===== src/rtl/beat_pkg.sv =====
// Shared defaults for the tempo/beat generator and the beat-counter width helper.
package beat_pkg;
  localparam int TICK_DIV_DEF  = 10;
  localparam int BEAT_UNIT_DEF = 16;
  localparam int LED_TICKS_DEF = 8;

  // The beat counter must hold up to 8*BEAT_UNIT-1 ticks (slowest tempo).
  function automatic int cnt_w(input int beat_unit);
    return $clog2(8 * beat_unit);
  endfunction

  localparam int CNT_W_DEF = cnt_w(BEAT_UNIT_DEF);
endpackage


===== src/rtl/tick_prescaler.sv =====
// Free-running prescaler: counts 0..TICK_DIV-1 and flags the last count as a tick.
module tick_prescaler
  import beat_pkg::*;
#(
  parameter int TICK_DIV = TICK_DIV_DEF
) (
  input  logic clk,
  input  logic reset,
  output logic tick
);
  localparam int PW = $clog2(TICK_DIV);
  localparam logic [PW-1:0] LAST = PW'(TICK_DIV - 1);

  logic [PW-1:0] r_cnt;

  always_ff @(posedge clk) begin
    if (!reset)             r_cnt <= '0;
    else if (r_cnt == LAST) r_cnt <= '0;
    else                    r_cnt <= r_cnt + 1'b1;
  end

  assign tick = (r_cnt == LAST);
endmodule


===== src/rtl/top.sv =====
// Tempo generator: beat period BEAT_UNIT*(8-S) ticks, one-cycle pulse per beat,
// LED held for LED_TICKS ticks after each pulse.
module top
  import beat_pkg::*;
#(
  parameter int TICK_DIV  = TICK_DIV_DEF,
  parameter int BEAT_UNIT = BEAT_UNIT_DEF,
  parameter int LED_TICKS = LED_TICKS_DEF
) (
  input  logic       clk,
  input  logic       reset,
  input  logic [2:0] S,
  output logic       pulse,
  output logic       led
);
  localparam int CNT_W = cnt_w(BEAT_UNIT);
  localparam int LW    = (LED_TICKS > 1) ? $clog2(LED_TICKS) : 1;
  localparam logic [LW-1:0] LED_LAST = LW'(LED_TICKS - 1);

  logic             w_tick;
  logic             w_beat_end;
  logic [CNT_W-1:0] w_last;
  logic [CNT_W-1:0] r_beat;
  logic [2:0]       r_s_lat;
  logic             r_first;
  logic [LW-1:0]    r_led_cnt;

  tick_prescaler #(.TICK_DIV(TICK_DIV)) u_presc (
    .clk   (clk),
    .reset (reset),
    .tick  (w_tick)
  );

  assign w_last     = CNT_W'(BEAT_UNIT * (8 - int'(r_s_lat)) - 1);
  assign w_beat_end = w_tick && (r_beat == w_last);

  always_ff @(posedge clk) begin
    if (!reset) begin
      r_beat    <= '0;
      r_s_lat   <= 3'b111;
      r_first   <= 1'b1;
      r_led_cnt <= '0;
      pulse     <= 1'b0;
      led       <= 1'b0;
    end else begin
      r_first <= 1'b0;
      pulse   <= w_beat_end;
      if (w_tick) r_beat <= w_beat_end ? '0 : r_beat + 1'b1;
      // Tempo only changes at beat boundaries so the running beat keeps its length.
      if (r_first || w_beat_end) r_s_lat <= S;
      if (w_beat_end) begin
        led       <= 1'b1;
        r_led_cnt <= '0;
      end else if (led && w_tick) begin
        if (r_led_cnt == LED_LAST) led <= 1'b0;
        else                       r_led_cnt <= r_led_cnt + 1'b1;
      end
    end
  end
endmodule


===== config.mk =====
export PLATFORM = sky130hd
export DESIGN_NAME = top
export DESIGN_NICKNAME = d
export VERILOG_FILES = /design/src/rtl/beat_pkg.sv /design/src/rtl/tick_prescaler.sv /design/src/rtl/top.sv
export SDC_FILE = /design/constraint.sdc
export NUM_CORES = 1
export LEC_CHECK = 0
export CAP_MARGIN = 5
export CORE_MARGIN = 2
export CORE_UTILIZATION = 42
export CTS_CLUSTER_SIZE = 40
export DETAILED_ROUTE_END_ITERATION = 12
export GPL_TIMING_DRIVEN = 0
export PLACE_DENSITY_LB_ADDON = 0.15
export SLEW_MARGIN = 20
export SYNTH_ARGS = -nofsm -noshare
export SYNTH_HDL_FRONTEND = slang
export SYNTH_SLANG_ARGS = --single-unit

===== constraint.sdc =====
create_clock -name clk -period 1.9 [get_ports clk]
set_input_delay 0.19 -clock clk [delete_from_list [all_inputs] [get_ports clk]]
set_output_delay 0.19 -clock clk [all_outputs]
set_load 0.01 [all_outputs]

# After elaboration in Yosys (flattened, before gate mapping)
# Index checks and enable logic that the tools add are counted.
# word_totals
input_bits	5
out_inout_bits	2
reg_bits	20
# classes
add_sub_neg	5
muxes	5
reduce_logical	9
bitwise	2
eq_ne	3
# op_table
cell	n
$add A7 B1 Y7 const B	1
$eq A7 B7 Y1	1
$mux W7	1
$sub A7 B2 Y7 const B	1
$add A4 B1 Y4 const B	1
$eq A4 B4 Y1 const B	1
$mux W1	4
$reduce_and A2 Y1	2
$reduce_bool A2 Y1	2
$reduce_or A2 Y1	2
$add A3 B1 Y3 const B	1
$eq A3 B3 Y1 const B	1
$sub A1 B3 Y3 const A	1
$logic_and A1 B1 Y1	2
$not A1 Y1	2
$logic_or A1 B1 Y1	1

# Logic depth before layout (Yosys ltp)
# logic_depth
depth_word	6
mapped_depth	7
mapped_depth_nobuf	7

# Cells and area by module
# Synthesis repeated with hierarchy kept, for this count alone.
# hier_totals
cells_unflattened	99
area_unflattened_um2	932.1
# by_module_without_submodules
mod	cells_each	seq_area_each_um2	area_each_um2	instances
top	79	320.3	743.2	1
tick_prescaler	20	80.1	188.9	1

# Least setup slack after synthesis
# Ideal clock, no wire load.
# synth_path
path_kind	register to register
startpoint	reg r_s_lat[0]
endpoint	reg r_beat[1]
synth_period_minus_slack_ns	1.698
t_arrival_ns	1.575
stages_incl_launch_ff	8
path_slack_ns	0.202
required_ns	1.778
path_cell_list	dfxtp_1 -> inv_1 -> ha_1 -> xnor2_1 -> mux2i_2 -> nand2_2 -> o211ai_1 -> a21oi_1
# synth_via
elab_chain_len	5
# synth_lines
item	line_no	source
start: declaration	top.sv:24	logic [2:0] r_s_lat;
start signal: assignment	top.sv:40	r_s_lat <= 3'b111;
start signal: assignment	top.sv:50	if (r_first || w_beat_end) r_s_lat <= S;
$sub A1 B3 Y3	top.sv:34	assign w_last = CNT_W'(BEAT_UNIT * (8 - int'(r_s_lat)) - 1);
$sub A7 B2 Y7	top.sv:34	
$eq A7 B7 Y1	top.sv:35	assign w_beat_end = w_tick && (r_beat == w_last);
$logic_and A1 B1 Y1	top.sv:35	
$mux W7	top.sv:48	if (w_tick) r_beat <= w_beat_end ? '0 : r_beat + 1'b1;
end signal: assignment	top.sv:48	
end: declaration	top.sv:23	logic [CNT_W-1:0] r_beat;
# Every way passes these cells.
# A chain may end at the register's enable or synchronous reset.

# Worst setup path in the final report
# layout_path
startpoint	reg r_s_lat[0]
endpoint	reg r_s_lat[0]
# layout_via
elab_chain_len	5
# layout_lines
item	line_no
$sub A1 B3 Y3	top.sv:34
$sub A7 B2 Y7	top.sv:34
$eq A7 B7 Y1	top.sv:35
$logic_and A1 B1 Y1	top.sv:35
$logic_or A1 B1 Y1	top.sv:50
# Every way passes these cells.

==> metrics <==
outcome finished, final reports clean; CTS Buffer Depth 2; post-synthesis register bit count 20; accumulated negative setup slack 0 ps; Max IR drop VDD 0.000642 V; chip width 50.8 µm; fraction of registers with async set or reset after synthesis 0%; CTS tree yes; placed cells 130; hold buffer count at cts 0; Die ar. 2580 µm²; proportion of layout cells with a drive suffix above 1 14.8%; Least-Margin Pin Slew 383 ps; CP max FO 5; Worst Clk Skew 13.1 ps; vias in the first global route 684; Max Slew Vio Count 0; Finished Core Util 54.1%; Synth area leaders dfxtp_1, ha_1, xnor2_1; Avg Cell Area, Syn 9.48 µm²; hpwl dp 1.14 mm; drt pass-1 iters 4; Worst Path Required 2100 ps; fin crit share 93.4%; Placement Setup Slack 37.2 ps; TritonCTS Sinks 20; Slew Limit Headroom 74.4%; DR WL/cell 11.4 µm; register area 402 µm²; Tot Pwr 858 µW; vias post-DR 670; Main synth FF type dfxtp_1; ANT cells 0; synth cell count leaders dfxtp_1, nor2_1, nand2_1; Mapped Area 920 µm²; worst setup margin 126 ps; # rows 16; final instance area 1090 µm²; Starting Density 45.5%; routed wire length 1.54 mm; Synth cell types 27; Ys Warns 0; htree depth 1; sequential area share after synthesis 43.5%; Leak Pwr 0.451 nW; Post-synth EDFFs 0; Clk pin slew, worst setup/hold paths 120 ps; top-count cell post-synth dfxtp_1; Syn-to-layout area delta 19.0%; Crit Path Class reg -> reg; RSZ-0062 raised after global routing false; initial antenna violation count 0; Multi-input gate area 517 µm²; Core Area 2020 µm²; Syn Inst Count 97; endpoints failing setup 0; clock insertion delay at the later pin of the skew report 300 ps; DRC errors left 0; Post-DRT Antenna Nets 0; Fin. Hold Viols 0; All-Layer GR Usage 13.8%; Crit path arrival time 1980 ps; crit path time final 1770 ps; syn_nets 108; I/O Pins 7; first-pass GRT wire length 2.73 mm; max_cap viols 0; Root Driver clkbuf_4; Routability Congestion 0.750; area leader, netlist dfxtp_1; cts bufs inserted 3; Max Fclk 564 MHz; grt total ovfl 0; Post-DP Area 1010 µm²; Hold Crit Class in -> reg; R2R Setup Slk 130 ps; fill cell total of the finished layout 195; initial detailed-routing violation count 6; via-per-instance ratio 4.96; post-route insts no fill 135; PortBufs 6; hold_ws 426 ps; fin nets 120; Cell Pwr Density 784 nW/µm²; largest net degree at the start of global routing 13; share of the synthesized area in the top cell type 43.5%; Startpoint Class register; Crit. End Element register; Die Height 50.8 µm
-- area by class of cell --
cell class / count / share of cell area (%)
tap: 27 / 3.09
clock inverter: 1 / 2.74
multi-input combinational: 71 / 47.2
sequential: 20 / 36.7
inverter: 6 / 2.06
timing repair buffer: 7 / 6.17
clock buffer: 3 / 2.06
-- metal layers --
metal,global-route usage (%),up-vias,routed length [µm]
met3,5.36,0,49
met2,25.7,7,744
li1,-,345,-
met5,0,-,0
met1,15.3,318,744
met4,1.35,0,0
-- final timing paths --
kind,from,end,cells after the start
worst min register to register,led,led,2
worst max-delay path,r_s_lat[0],r_s_lat[0],8
worst min-delay path,S[1],r_s_lat[1],3
worst max register to register,r_s_lat[0],r_s_lat[0],8
-- report_power, final --
part	total [mW]	switching, mW	internal [mW]	leakage [nW]
clock	0.341	0.127	0.213	0.0279
sequential	0.440	0.00937	0.430	0.163
combinational	0.0779	0.0394	0.0385	0.260
-- kinds of logic (layout without fill, tap and decap cells) --
group	count (synthesis)	count (layout)	share of synthesized area, %
multiplexers	4	4	4.76
XOR/XNOR	9	9	8.57
adder cells (fa/ha/maj)	6	6	8.16
buffers and inverters	6	17	2.45
flip-flops	20	20	43.5
AND/OR/NAND/NOR	38	38	21.6
AO/OA/AOI/OAI	14	14	10.9
-- sequential cells by signal, indices dropped and copies added, names as in the netlist --
name / count
u_presc.r_cnt: 4
r_s_lat: 3
pulse: 1
led: 1
r_first: 1
r_beat: 7
r_led_cnt: 3
-- worst max-delay path, cell delays in order (launching register included) --
cell	delay, ps
dfxtp_2	370
inv_1	70
ha_4	240
xnor2_2	170
mux2i_2	280
buf_4	170
a31oi_4	110
a21oi_1	180
o21ai_1	80
-- what timing repair did --
item                                    in CTS  in global routing
gates resized for setup                      0                  3
pin swaps                                    0                  2
endpoints found under the hold margin        0                  0
endpoints found under the setup margin       2                  8
buffers inserted                             1                  0
-- placed cells by master (no fill, tap or decap), types with 2 or more instances in the layout --
cell type,synthesis,routed
a21oi_1,7,7
clkbuf_4,0,3
clkdlybuf4s50_1,0,6
dfxtp_1,20,19
ha_1,6,5
inv_1,5,5
mux2i_1,3,3
nand2_1,10,10
nand2b_1,2,2
nand3_1,3,3
nor2_1,14,14
o21ai_0,2,2
o21ai_1,2,2
xnor2_1,7,6
xor2_1,2,2
No activity file was read; power rests on OpenSTA's default activity.
